--- config.mk ---
export PLATFORM = sky130hd
export DESIGN_NAME = buttons_reader
export DESIGN_NICKNAME = d
export VERILOG_FILES = /design/src/rtl/buttons_reader.sv
export SDC_FILE = /design/constraint.sdc
export NUM_CORES = 1
export LEC_CHECK = 0
export BUFFER_PORTS_ARGS = -buffer_cell sky130_fd_sc_hd__buf_4
export CAP_MARGIN = 20
export CORE_ASPECT_RATIO = 0.75
export CORE_UTILIZATION = 45
export DETAILED_ROUTE_END_ITERATION = 8
export GPL_TIMING_DRIVEN = 1
export SLEW_MARGIN = 25
export SYNTH_ARGS = -nofsm -noshare
export SYNTH_HDL_FRONTEND = slang
export SYNTH_SLANG_ARGS = --single-unit
--- constraint.sdc ---
create_clock -name clk -period 3.57 [get_ports clk]
set_input_delay 0 -clock clk [delete_from_list [all_inputs] [get_ports clk]]
set_output_delay 0 -clock clk [all_outputs]
set_load 0.005 [all_outputs]
--- src/rtl/buttons_reader.sv ---
// Pushbutton front end: two-stage synchroniser, per-bit debounce, press/release events,
// sticky press flags with clear handshake, and an 8-bit press counter.
module buttons_reader #(
   parameter int unsigned N          = 2,
   parameter int unsigned DEBOUNCE   = 120000,
   parameter bit          ACTIVE_LOW = 1'b0
) (
   input  logic         clk,
   input  logic         rstn,
   input  logic [N-1:0] sw,
   output logic [N-1:0] level,
   output logic [N-1:0] press,
   // named 'released' because 'release' is a reserved word
   output logic [N-1:0] released,
   output logic [N-1:0] flag,
   input  logic [N-1:0] flag_clr,
   output logic [7:0]   count,
   input  logic         count_clr
);

   localparam int unsigned   CW   = $clog2(DEBOUNCE) + 1;
   localparam logic [CW-1:0] LAST = CW'(DEBOUNCE - 1);

   logic [N-1:0]  pin;
   logic [N-1:0]  sync1;
   logic [N-1:0]  s;
   logic [CW-1:0] cnt      [N];
   logic [CW-1:0] cnt_next [N];
   logic [N-1:0]  level_next;
   logic [N-1:0]  press_next;
   logic [N-1:0]  release_next;
   logic [N-1:0]  flag_next;
   logic [7:0]    n_press;
   logic [7:0]    count_next;

   assign pin = ACTIVE_LOW ? ~sw : sw;

   always_ff @(posedge clk or negedge rstn) begin
      if (!rstn) begin
         sync1 <= '0;
         s     <= '0;
      end else begin
         sync1 <= pin;
         s     <= sync1;
      end
   end

   // Any cycle of agreement with the current level restarts the count.
   always_comb begin
      level_next   = level;
      press_next   = '0;
      release_next = '0;
      for (int unsigned i = 0; i < N; i++) begin
         cnt_next[i] = '0;
         if (s[i] != level[i]) begin
            if (cnt[i] == LAST) begin
               level_next[i]   = s[i];
               press_next[i]   = s[i];
               release_next[i] = ~s[i];
            end else begin
               cnt_next[i] = cnt[i] + CW'(1);
            end
         end
      end
   end

   always_comb begin
      n_press = '0;
      for (int unsigned i = 0; i < N; i++) begin
         n_press = n_press + 8'(press_next[i]);
      end
   end

   // A press landing on the same edge as a clear request keeps the flag set.
   assign flag_next  = (flag & ~flag_clr) | press_next;
   assign count_next = (count_clr ? 8'h00 : count) + n_press;

   always_ff @(posedge clk or negedge rstn) begin
      if (!rstn) begin
         for (int unsigned i = 0; i < N; i++) begin
            cnt[i] <= '0;
         end
         level    <= '0;
         press    <= '0;
         released <= '0;
         flag     <= '0;
         count    <= '0;
      end else begin
         for (int unsigned i = 0; i < N; i++) begin
            cnt[i] <= cnt_next[i];
         end
         level    <= level_next;
         press    <= press_next;
         released <= release_next;
         flag     <= flag_next;
         count    <= count_next;
      end
   end

endmodule

* Word-level counts from Yosys, hierarchy flattened
Index checks and enable logic that the tools add are counted.
** Word-level totals
- Input bits :: 7
- Register bits :: 56
- Word-level logic and storage cells :: 38
** Operators by class
- Equal/unequal tests :: 4
- Bitwise gates (word level) :: 5
- Add/sub/neg operators :: 4
- Reduce and logical (&&, ||, !) cells :: 2
- Muxes and demuxes :: 13
** Operators with widths (count)
- 18-bit two-way mux :: 4
- 18-bit by 1-bit adder with 18-bit output, second input constant :: 2
- 18-bit by 17-bit equality test with 1-bit output, second input constant :: 2
- 8-bit by 2-bit adder with 8-bit output :: 1
- 1-bit two-way mux :: 8
- 8-bit two-way mux :: 1
- 2-bit AND reduction :: 2
- 1-bit by 1-bit adder with 2-bit output :: 1
- 2-bit AND :: 1
- 1-bit inequality test :: 2
- 1-bit inverter :: 2
- 2-bit inverter :: 1
- 2-bit OR :: 1

* Depth between registers and ports, before layout
Gate-level depths: netlist of run 1.
- Depth after elaboration :: 5
- Mapped depth :: 10

* Worst setup path after synthesis of run 1
Ideal clock, no wire load.
- Path kind :: register -> register
- Start :: reg cnt[18] (netlist name)
- End :: reg count[6]
- Cell stages (with the launch flop) :: 10
- Setup slack :: 1.056 ns
- Required time :: 3.492 ns
- Clock period less this slack :: 2.514 ns
- Buffers on the path :: 0
- Setup time :: 0.078 ns
- Data arrival time :: 2.436 ns
- Cells stage by stage :: dfrtp_1 > ha_1 > nand3_1 > or3_1 > nor2_1 > fa_1 > ha_1 > nand3_1 > or3_1 > a21oi_1
** Between the ends
- Cells in the longest elaborated chain, start to end :: 5
** RTL lines
- start, declared :: RTL line 27 : logic [CW-1:0] cnt [N];
- start signal, assigned by index :: RTL line 90 : cnt[i] <= cnt_next[i];
- 18-bit by 17-bit equality test with 1-bit output :: RTL line 56 : if (cnt[i] == LAST) begin
- 1-bit two-way mux :: RTL line 56
- 1-bit two-way mux :: RTL line 55 : if (s[i] != level[i]) begin
- via press_next[0] :: RTL line 30 : logic [N-1:0] press_next;
- 1-bit by 1-bit adder with 2-bit output :: RTL line 70 : n_press = n_press + 8'(press_next[i]);
- 8-bit by 2-bit adder with 8-bit output :: RTL line 76 : assign count_next = (count_clr ? 8'h00 : count) + n_press;
- via count_next[6] :: RTL line 34 : logic [7:0] count_next;
- end signal, assigned :: RTL line 96 : count <= count_next;
- end, declared :: RTL line 17 : output logic [7:0] count,
The timed path passes the listed nets, and every way through them passes these cells.
A chain may end at the register's enable or synchronous reset.

* Final worst setup path of run 1
Ends and elaborated chain as after synthesis.

==> results.cfg, run 1 <==
[layout]
area_growth_pct = 15.6
final_nets = 290
num_antenna_cells = 0
fin_area_um2 = 2990
layout_commonest_cell = dfrtp_1
layout.cells.non_filler = 355
drive_gt1_share_pct = 13.6
layout_common_cells = 56 x dfrtp_1, 43 x nor2_1, 26 x xnor2_1, 23 x buf_4, 16 x nand3_1
final_util_pct = 54.9
nFillCells = 497

[power_and_ir_drop]
leakagePower_nw = 1.24
pwr_density_cell_nw_per_um2 = 367
vdd_drop_max_mv = 0.223

[clock_network]
cts-root-buf = clkbuf_8
clk_pin_slew_ns = 0.10
insertion_delay_ns = 0.30
clk_path_buf_depth = 2
cts_made_buffers = 5
cts_tree = built
numClockSinks = 56
htreeDepth = 2

[grt]
grt_max_degree = 57
grt_antenna_before_repair = 0
grt_usage_pct = 17.5
grt_pass1_wl_um = 7920
grt_overflow_total = 0
grt_pass1_vias = 1644

[setup_path]
crit_arrival_ns = 3.08
slowest_stage = or3_1
worst-setup-path-type = reg2reg
path_cells = ha_1 -> nand3_1 -> or3_1 -> nor2_1 -> fa_1 -> ha_1 -> nand3_1 -> or3_1 -> a21oi_1
startpoint_type = flip-flop
required_ns = 3.81
end_kind = flip-flop
slowest_delay_ns = 0.49
path_max_fanout = 6

[route]
wirelength_um = 4680
drc = 0
vias = 1776
dr.pass1.iters = 4
wire_per_inst_um = 13.2
first_iter_violations = 114
viasPerCell = 5.00
ant_nets = 0

[timing]
skew_ns = 0.00827
grt_setup_unrepaired = no
fmax_mhz = 351
drv_slew = 0
slew_headroom_pct = 53.9
tightest_slew_ns = 0.692
setup_tns_ns = 0
setup_slack_ns = 0.722
finalCriticalPeriod_ns = 2.85
setup-violations-final = 0
hold_viol_final = 0
post-route-period-util_pct = 79.8

[placed_design]
io_buffers = 22
gp_congestion = 0.802
dp_hpwl_um = 3260
dp.cells = 341
placed_cell_area_um2 = 2820
post-place-ws_ns = 0.747

[synth]
synthDistinctLibCells = 33
syn_nets = 261
yosysSeqAreaShare_pct = 54.2
ys.flop_type = dfrtp_1
synth_edf_count = 0
yosys_warnings = 0
synthesis.area_um2 = 2580
synthArstFlopShare_pct = 100
ys_ff_latch = 56
syn_avg_cell_area_um2 = 10.3
synth_cells = 250

[die]
dieArea_um2 = 6050
initial_utilization_pct = 47.5
fp-row-count = 23
chipHeight_um = 67.6
core_area_um2 = 5440
num_io_pins = 23
die_w_um = 89.5

[job]
maxCapViolCount = 0

[run_status]
status = completed

[min_path]
hold_path_class = in2async
==> per-stage QoR <==
stage | power (mW) | hold WS (ns)
2_1_floorplan | 0.680 | -0.296
3_3_place_gp | 0.705 | 0.0930
3_5_place_dp | 0.704 | 0.0960
4_1_cts | 1.12 | 0.301
5_1_grt | 1.15 | 0.350
6_report | 1.10 | 0.271
==> flip-flops by register name (all words and copies together), names as in the netlist <==
| register | count |
|---|---|
| cnt | 36 |
| count | 8 |
| flag | 2 |
| level | 2 |
| press | 2 |
| released | 2 |
| s | 2 |
| sync1 | 2 |
==> cells in the mapped netlist, drive strengths merged (2+ instances only) <==
cell | number | share of area [%]
nand4 | 11 | 2.9
or4 | 2 | 0.73
nor3b | 2 | 0.58
dfrtp | 56 | 54
o31ai | 2 | 0.77
nor4 | 13 | 3.1
nand2 | 13 | 1.9
nand2b | 3 | 0.73
xnor2 | 26 | 8.8
o21ai | 3 | 0.58
nor2b | 2 | 0.48
and3 | 2 | 0.48
ha | 3 | 1.5
o22ai | 2 | 0.48
or3 | 6 | 1.5
nor3 | 8 | 1.5
mux2 | 2 | 0.87
a21oi | 4 | 0.77
nand3 | 18 | 4.2
clkbuf | 3 | 0.44
nor2 | 43 | 6.2
inv | 8 | 1.2
buf | 4 | 0.77
xor2 | 10 | 3.4
==> cell families after synthesis <==
logic type / synth area share (%)
simple gates: 25.1
flops: 54.2
xor+xnor: 12.2
buf+inv: 2.37
compound gates: 2.95
fa+ha+maj: 2.23
mux: 0.872
==> critical path, delay by kind of cell, from the launching register on <==
family                   cells  cell delay, ns
AND/OR/NAND/NOR              5            1.40
adder cells (fa/ha/maj)      3            0.78
flip-flops                   1            0.45
AO/OA/AOI/OAI                1            0.14
==> area by class of cell <==
| class | count | area (µm²) | share of cell area (%) |
|---|---|---|---|
| flip-flops and latches | 56 | 1400 | 46.9 |
| multi-input cells | 179 | 1120 | 37.5 |
| repair buffers | 29 | 233 | 7.79 |
| well taps | 75 | 93.8 | 3.14 |
| clock buffers | 6 | 72.6 | 2.43 |
| clock inverters | 2 | 35.0 | 1.17 |
| inverters | 8 | 30.0 | 1.01 |
==> per-layer routing <==
layer,routed length [µm],global-route usage [%],vias to the layer above
met5,0,0,-
met4,27,4.96,0
met3,188,4.28,2
met2,1720,22.8,34
met1,2750,27.9,824
li1,-,-,916
==> repair_timing <==
item,CTS,global route
hold endpoints to repair,65,0
gates resized for setup,0,0
buffers inserted,0,0
hold buffers,6,0
==> path summary, 6_finish.rpt <==
path                                  to  startpoint  cells past startpoint  slack [ns]
min in group clk                sync1[1]       sw[1]                      2        0.35
worst min register to register      s[1]    sync1[1]                      0        0.35
worst max-delay path            count[6]     cnt[18]                      9        0.72
max in group asynchronous       sync1[1]        rstn                      2        2.83
worst min-delay path             cnt[29]        rstn                      2        0.27
worst max register to register  count[6]     cnt[18]                      9        0.72
==> report_power, final <==
part | leakage, nW | switching (mW) | internal [mW]
logic | 0.414 | 0.0278 | 0.0169
clock network | 0.0552 | 0.192 | 0.208
registers | 0.768 | 0.00990 | 0.641
total | 1.24 | 0.230 | 0.867
(Power assumes the default switching activity.)
==> inputs of run 2 (changes only) <==
PLACE_DENSITY = 0.65   (was not set)
clock period = 2.4 ns   (was 3.57 ns; I/O delays follow)
==> results.cfg, run 2 (synthesis gave the netlist of run 1 again) <==
[layout]
drive_gt1_share_pct = 29.2
num_antenna_cells = 0
layout_commonest_cell = buf_4
final_nets = 329
largest_reg_flops = 36
layout.cells.non_filler = 394
layout_common_cells = 62 x buf_4, 56 x dfrtp_1, 41 x nor2_1, 26 x xnor2_1, 15 x nand3_1
reg_top3 = cnt: 36 flops, count: 8 flops
area_growth_pct = 30.3
fin_area_um2 = 3370
regMostFlops = cnt

[die]
fp-row-count = 23
num_io_pins = 23
core_area_um2 = 5440
die_w_um = 89.5
chipHeight_um = 67.6
initial_utilization_pct = 47.5
dieArea_um2 = 6050

[power_and_ir_drop]
power.share.combinational_pct = 5.8
leakagePower_nw = 1.44
clkPwrFrac_pct = 33.2
internal_power_mw = 1.20
vdd_drop_max_mv = 0.200
pwr_density_cell_nw_per_um2 = 469
power.switching_mw = 0.376
seq_power_share_pct = 61.0
p_total_mw = 1.58
switching_share_pct = 23.8

[setup_path]
startpoint_type = flip-flop
end_kind = flip-flop
required_ns = 2.61
path_max_fanout = 4
worst-setup-path-type = reg2reg
regToRegSetupSlack_ns = 0.10
crit_arrival_ns = 2.51

[timing]
hold_viol_final = 0
setup_tns_ns = 0
slew_headroom_pct = 54.3
post-route-period-util_pct = 95.6
setup-violations-final = 0
tightest_slew_ns = 0.686
drv_slew = 0
skew_ns = 0.00724
grt_setup_unrepaired = yes
finalCriticalPeriod_ns = 2.30
hold-worst-slack_ns = 0.258
fmax_mhz = 436

[grt]
grt_usage_pct = 19.4
grt_pass1_wl_um = 8680
grt_max_degree = 57
grt_overflow_total = 0
grt_antenna_before_repair = 0
grt_pass1_vias = 1883

[route]
first_iter_violations = 120
vias = 1962
wl_met3_um = 185
wire_per_inst_um = 13.4
dr.pass1.iters = 4
wirelength_um = 5280
met1Wirelength_um = 2810
wl_met2_um = 2240
highest_layer = met4
drc = 0
ant_nets = 0
viasPerCell = 4.98

[clock_network]
cts_tree = built
clk_pin_slew_ns = 0.10
htreeDepth = 2
numClockSinks = 56
insertion_delay_ns = 0.31
cts_made_buffers = 5
cts-root-buf = clkbuf_8
clk_path_buf_depth = 2

[run_status]
status = completed

[min_path]
hold_path_class = in2async

[placed_design]
placed_cell_area_um2 = 3060
gp_congestion = 0.804
dp_hpwl_um = 3540
io_buffers = 22
dp.cells = 371

[job]
maxCapViolCount = 0
-- run 2: changes by cell type in the layout (fill, tap and decap cells not counted), moves of 2 or more --
| cell | delta |
|---|---|
| buf_4 | +39 |
| nor4_1 | -3 |
| nor3_2 | +2 |
| nor3_1 | -2 |
| or3_4 | +2 |
| nor4_2 | +2 |
| ha_4 | +2 |
| nor2_1 | -2 |
| ha_1 | -2 |
| or3_1 | -2 |
-- run 2: power groups by stage --
stage | Clock (mW) | Sequential, mW | Combinational [mW]
detailed placement | 0 | 0.982 | 0.0829
floorplan | 0 | 0.986 | 0.0291
global placement | 0 | 0.982 | 0.0836
global route | 0.583 | 0.965 | 0.103
CTS | 0.548 | 0.964 | 0.0917
finish | 0.524 | 0.963 | 0.0911
-- run 2: cell type report --
cell class | count | area, µm²
Fill cell | 431 | 2070
Sequential cell | 56 | 1400
Multi-Input combinational cell | 179 | 1220
Timing Repair Buffer | 68 | 526
Tap cell | 75 | 93.8
Clock buffer | 5 | 68.8
Inverter | 8 | 30.0
Clock inverter | 3 | 22.5
-- run 2: final timing paths --
path	start	endpoint	cells past startpoint
worst min register to register	sync1[1]	s[1]	0
worst min-delay path	rstn	sync1[1]	2
max in group asynchronous	rstn	cnt[1]	2
worst max-delay path	cnt[26]	count[5]	10
min in group clk	sw[0]	sync1[0]	2
worst max register to register	cnt[26]	count[5]	10
-- run 2: layer usage --
| layer | vias up | track usage, % |
|---|---|---|
| met1 | 939 | 27.0 |
| met5 | - | 0 |
| met3 | 4 | 5.50 |
| met4 | 0 | 6.55 |
| li1 | 989 | - |
| met2 | 30 | 29.0 |
-- run 2: critical path, stage by stage (launching register included) --
cell     delay, ns
dfrtp_1       0.41
nor3_2        0.19
nand4_1       0.12
or3_4         0.44
nor2_4        0.15
fa_2          0.25
buf_4         0.12
nand2_2       0.08
nor4_4        0.24
xnor2_1       0.15
nor2_1        0.05
-- run 2: per-stage QoR --
| stage | util (%) | setup WS (ns) |
|---|---|---|
| floorplan | - | 0.00649 |
| global placement | 56.3 | 0.129 |
| detailed placement | 56.3 | 0.000924 |
| CTS | 59.2 | 0.00365 |
| global route | 61.9 | -0.0896 |
| finish | 61.9 | 0.105 |
-- run 2: repair_timing --
action	in CTS	in global routing
pin swaps	0	12
hold endpoints to repair	65	0
endpoints found under the setup margin	1	4
buffers inserted	0	9
resized for setup	1	16
hold buffers	6	0
==> inputs of run 3 (changes only) <==
CORE_UTILIZATION = 35   (was 45)
PLACE_DENSITY = not set   (was 0.65)
==> results.cfg, run 3 (synthesis gave the netlist of run 1 again) <==
[run_status]
status = completed

[grt]
grt_util_met3_pct = 3.03
grt_busiest_layer = met2
grt_usage_pct = 15.4
grt_pass1_wl_um = 9250
grt_antenna_before_repair = 0
grt_max_degree = 57
use_met1_pct = 22.3
grt_overflow_total = 0
grt_pass1_vias = 1937
use_met2_pct = 22.9

[layout]
layout.cells.non_filler = 410
layout_common_cells = 56 x dfrtp_1, 55 x buf_4, 41 x nor2_1, 26 x xnor2_1, 14 x nand3_1
reg_top3 = cnt: 36 flops, count: 8 flops
regMostFlops = cnt
layout_commonest_cell = dfrtp_1
nFillCells = 668
area_growth_pct = 28.9
largest_reg_flops = 36
fin_area_um2 = 3330
num_antenna_cells = 0
final_nets = 322
drive_gt1_share_pct = 26.9

[setup_path]
path_cells = and4_1 -> nand2_1 -> or3_4 -> nor2_4 -> fa_2 -> ha_4 -> nand3_1 -> or3_4 -> a21oi_2
worst-setup-path-type = reg2reg
crit_arrival_ns = 2.51
path_max_fanout = 3
startpoint_type = flip-flop
required_ns = 2.65
end_kind = flip-flop
slowest_stage = dfrtp_1
slowest_delay_ns = 0.40
critPathMostFrequentCell = or3_4

[die]
die_w_um = 101
dieArea_um2 = 7730
chipHeight_um = 76.4
num_io_pins = 23
fp-row-count = 26
initial_utilization_pct = 37.1
core_area_um2 = 6960

[clock_network]
insertion_delay_ns = 0.31
clk_pin_slew_ns = 0.11
cts_tree = built
cts-root-buf = clkbuf_8
cts_made_buffers = 5
numClockSinks = 56
htreeDepth = 2
clk_path_buf_depth = 2

[route]
first_iter_violations = 151
drc = 0
viasPerCell = 4.80
dr.pass1.iters = 4
wire_per_inst_um = 13.1
vias = 1968
ant_nets = 0
wirelength_um = 5360

[timing]
skew_ns = 0.0121
finalCriticalPeriod_ns = 2.26
setup-violations-final = 0
post-route-period-util_pct = 94.1
hold_viol_final = 0
grt_setup_unrepaired = no
tightest_slew_ns = 0.706
slew_headroom_pct = 52.9
fmax_mhz = 443
drv_slew = 0

[placed_design]
gp_congestion = 0.831
io_buffers = 22
dp_hpwl_um = 3770
placed_cell_area_um2 = 3090
dp.cells = 394

[power_and_ir_drop]
vdd_drop_max_mv = 0.242
pwr_density_cell_nw_per_um2 = 477
leakagePower_nw = 1.39

[min_path]
hold_path_class = in2async

[job]
maxCapViolCount = 0
## run 3: power breakdown
part,switching [mW],total (mW),leakage (nW),internal (mW)
clock network,0.318,0.528,0.0485,0.210
registers,0.00921,0.964,0.768,0.954
logic,0.0543,0.0966,0.575,0.0423
total,0.381,1.59,1.39,1.21
## run 3: path summary, 6_finish.rpt
check                         start        to  slack [ns]  cells after the start
max                         cnt[30]  count[6]        0.14                      9
min                            rstn   cnt[30]        0.27                      2
max reg2reg                 cnt[30]  count[6]        0.14                      9
min reg2reg                sync1[0]      s[0]        0.38                      0
max in group asynchronous      rstn    cnt[3]        1.65                      2
min in group clk              sw[0]  sync1[0]        0.34                      2
## run 3: per-layer routing
metal,routed length [µm],up-vias
met1,2740,931
met5,0,-
met3,212,8
li1,-,982
met4,72,0
met2,2330,47
## run 3: stage by stage
stage | setup slack, ns | total power, mW | hold slack [ns] | util [%] | setup TNS (ns)
finish | 0.142 | 1.59 | 0.270 | 47.8 | 0
global route | 0.0261 | 1.67 | 0.332 | 47.8 | 0
CTS | 0.00975 | 1.62 | 0.300 | 46.8 | 0
detailed placement | -0.0609 | 1.07 | 0.107 | 44.4 | -0.0609
global placement | 0.0738 | 1.07 | 0.107 | 44.4 | 0
floorplan | 0.00649 | 1.02 | -0.296 | - | 0
## run 3: cell type report
class                      instances  area (µm²)  area share (%)
sequential                        56        1400            42.1
multi-input combinational        179        1210            36.4
timing repair buffer              61         473            14.2
tap                               98         123            3.68
clock buffer                       5        68.8            2.07
inverter                           8        30.0           0.902
clock inverter                     3        22.5           0.676
## run 3: worst max-delay path: cells and delay by family (launching register included)
kind	cells	cell delay, ns
AO/OA/AOI/OAI	1	0.13
adder cells (fa/ha/maj)	2	0.38
AND/OR/NAND/NOR	6	1.27
flip-flops	1	0.40
## run 3: timing repair
action | CTS | global route
cloned | 0 | 0
endpoints found under the hold margin | 65 | 0
setup endpoints to repair | 1 | 3
hold buffers | 6 | 0
pin swaps | 0 | 4
resized for setup | 3 | 12
buffers inserted | 0 | 2
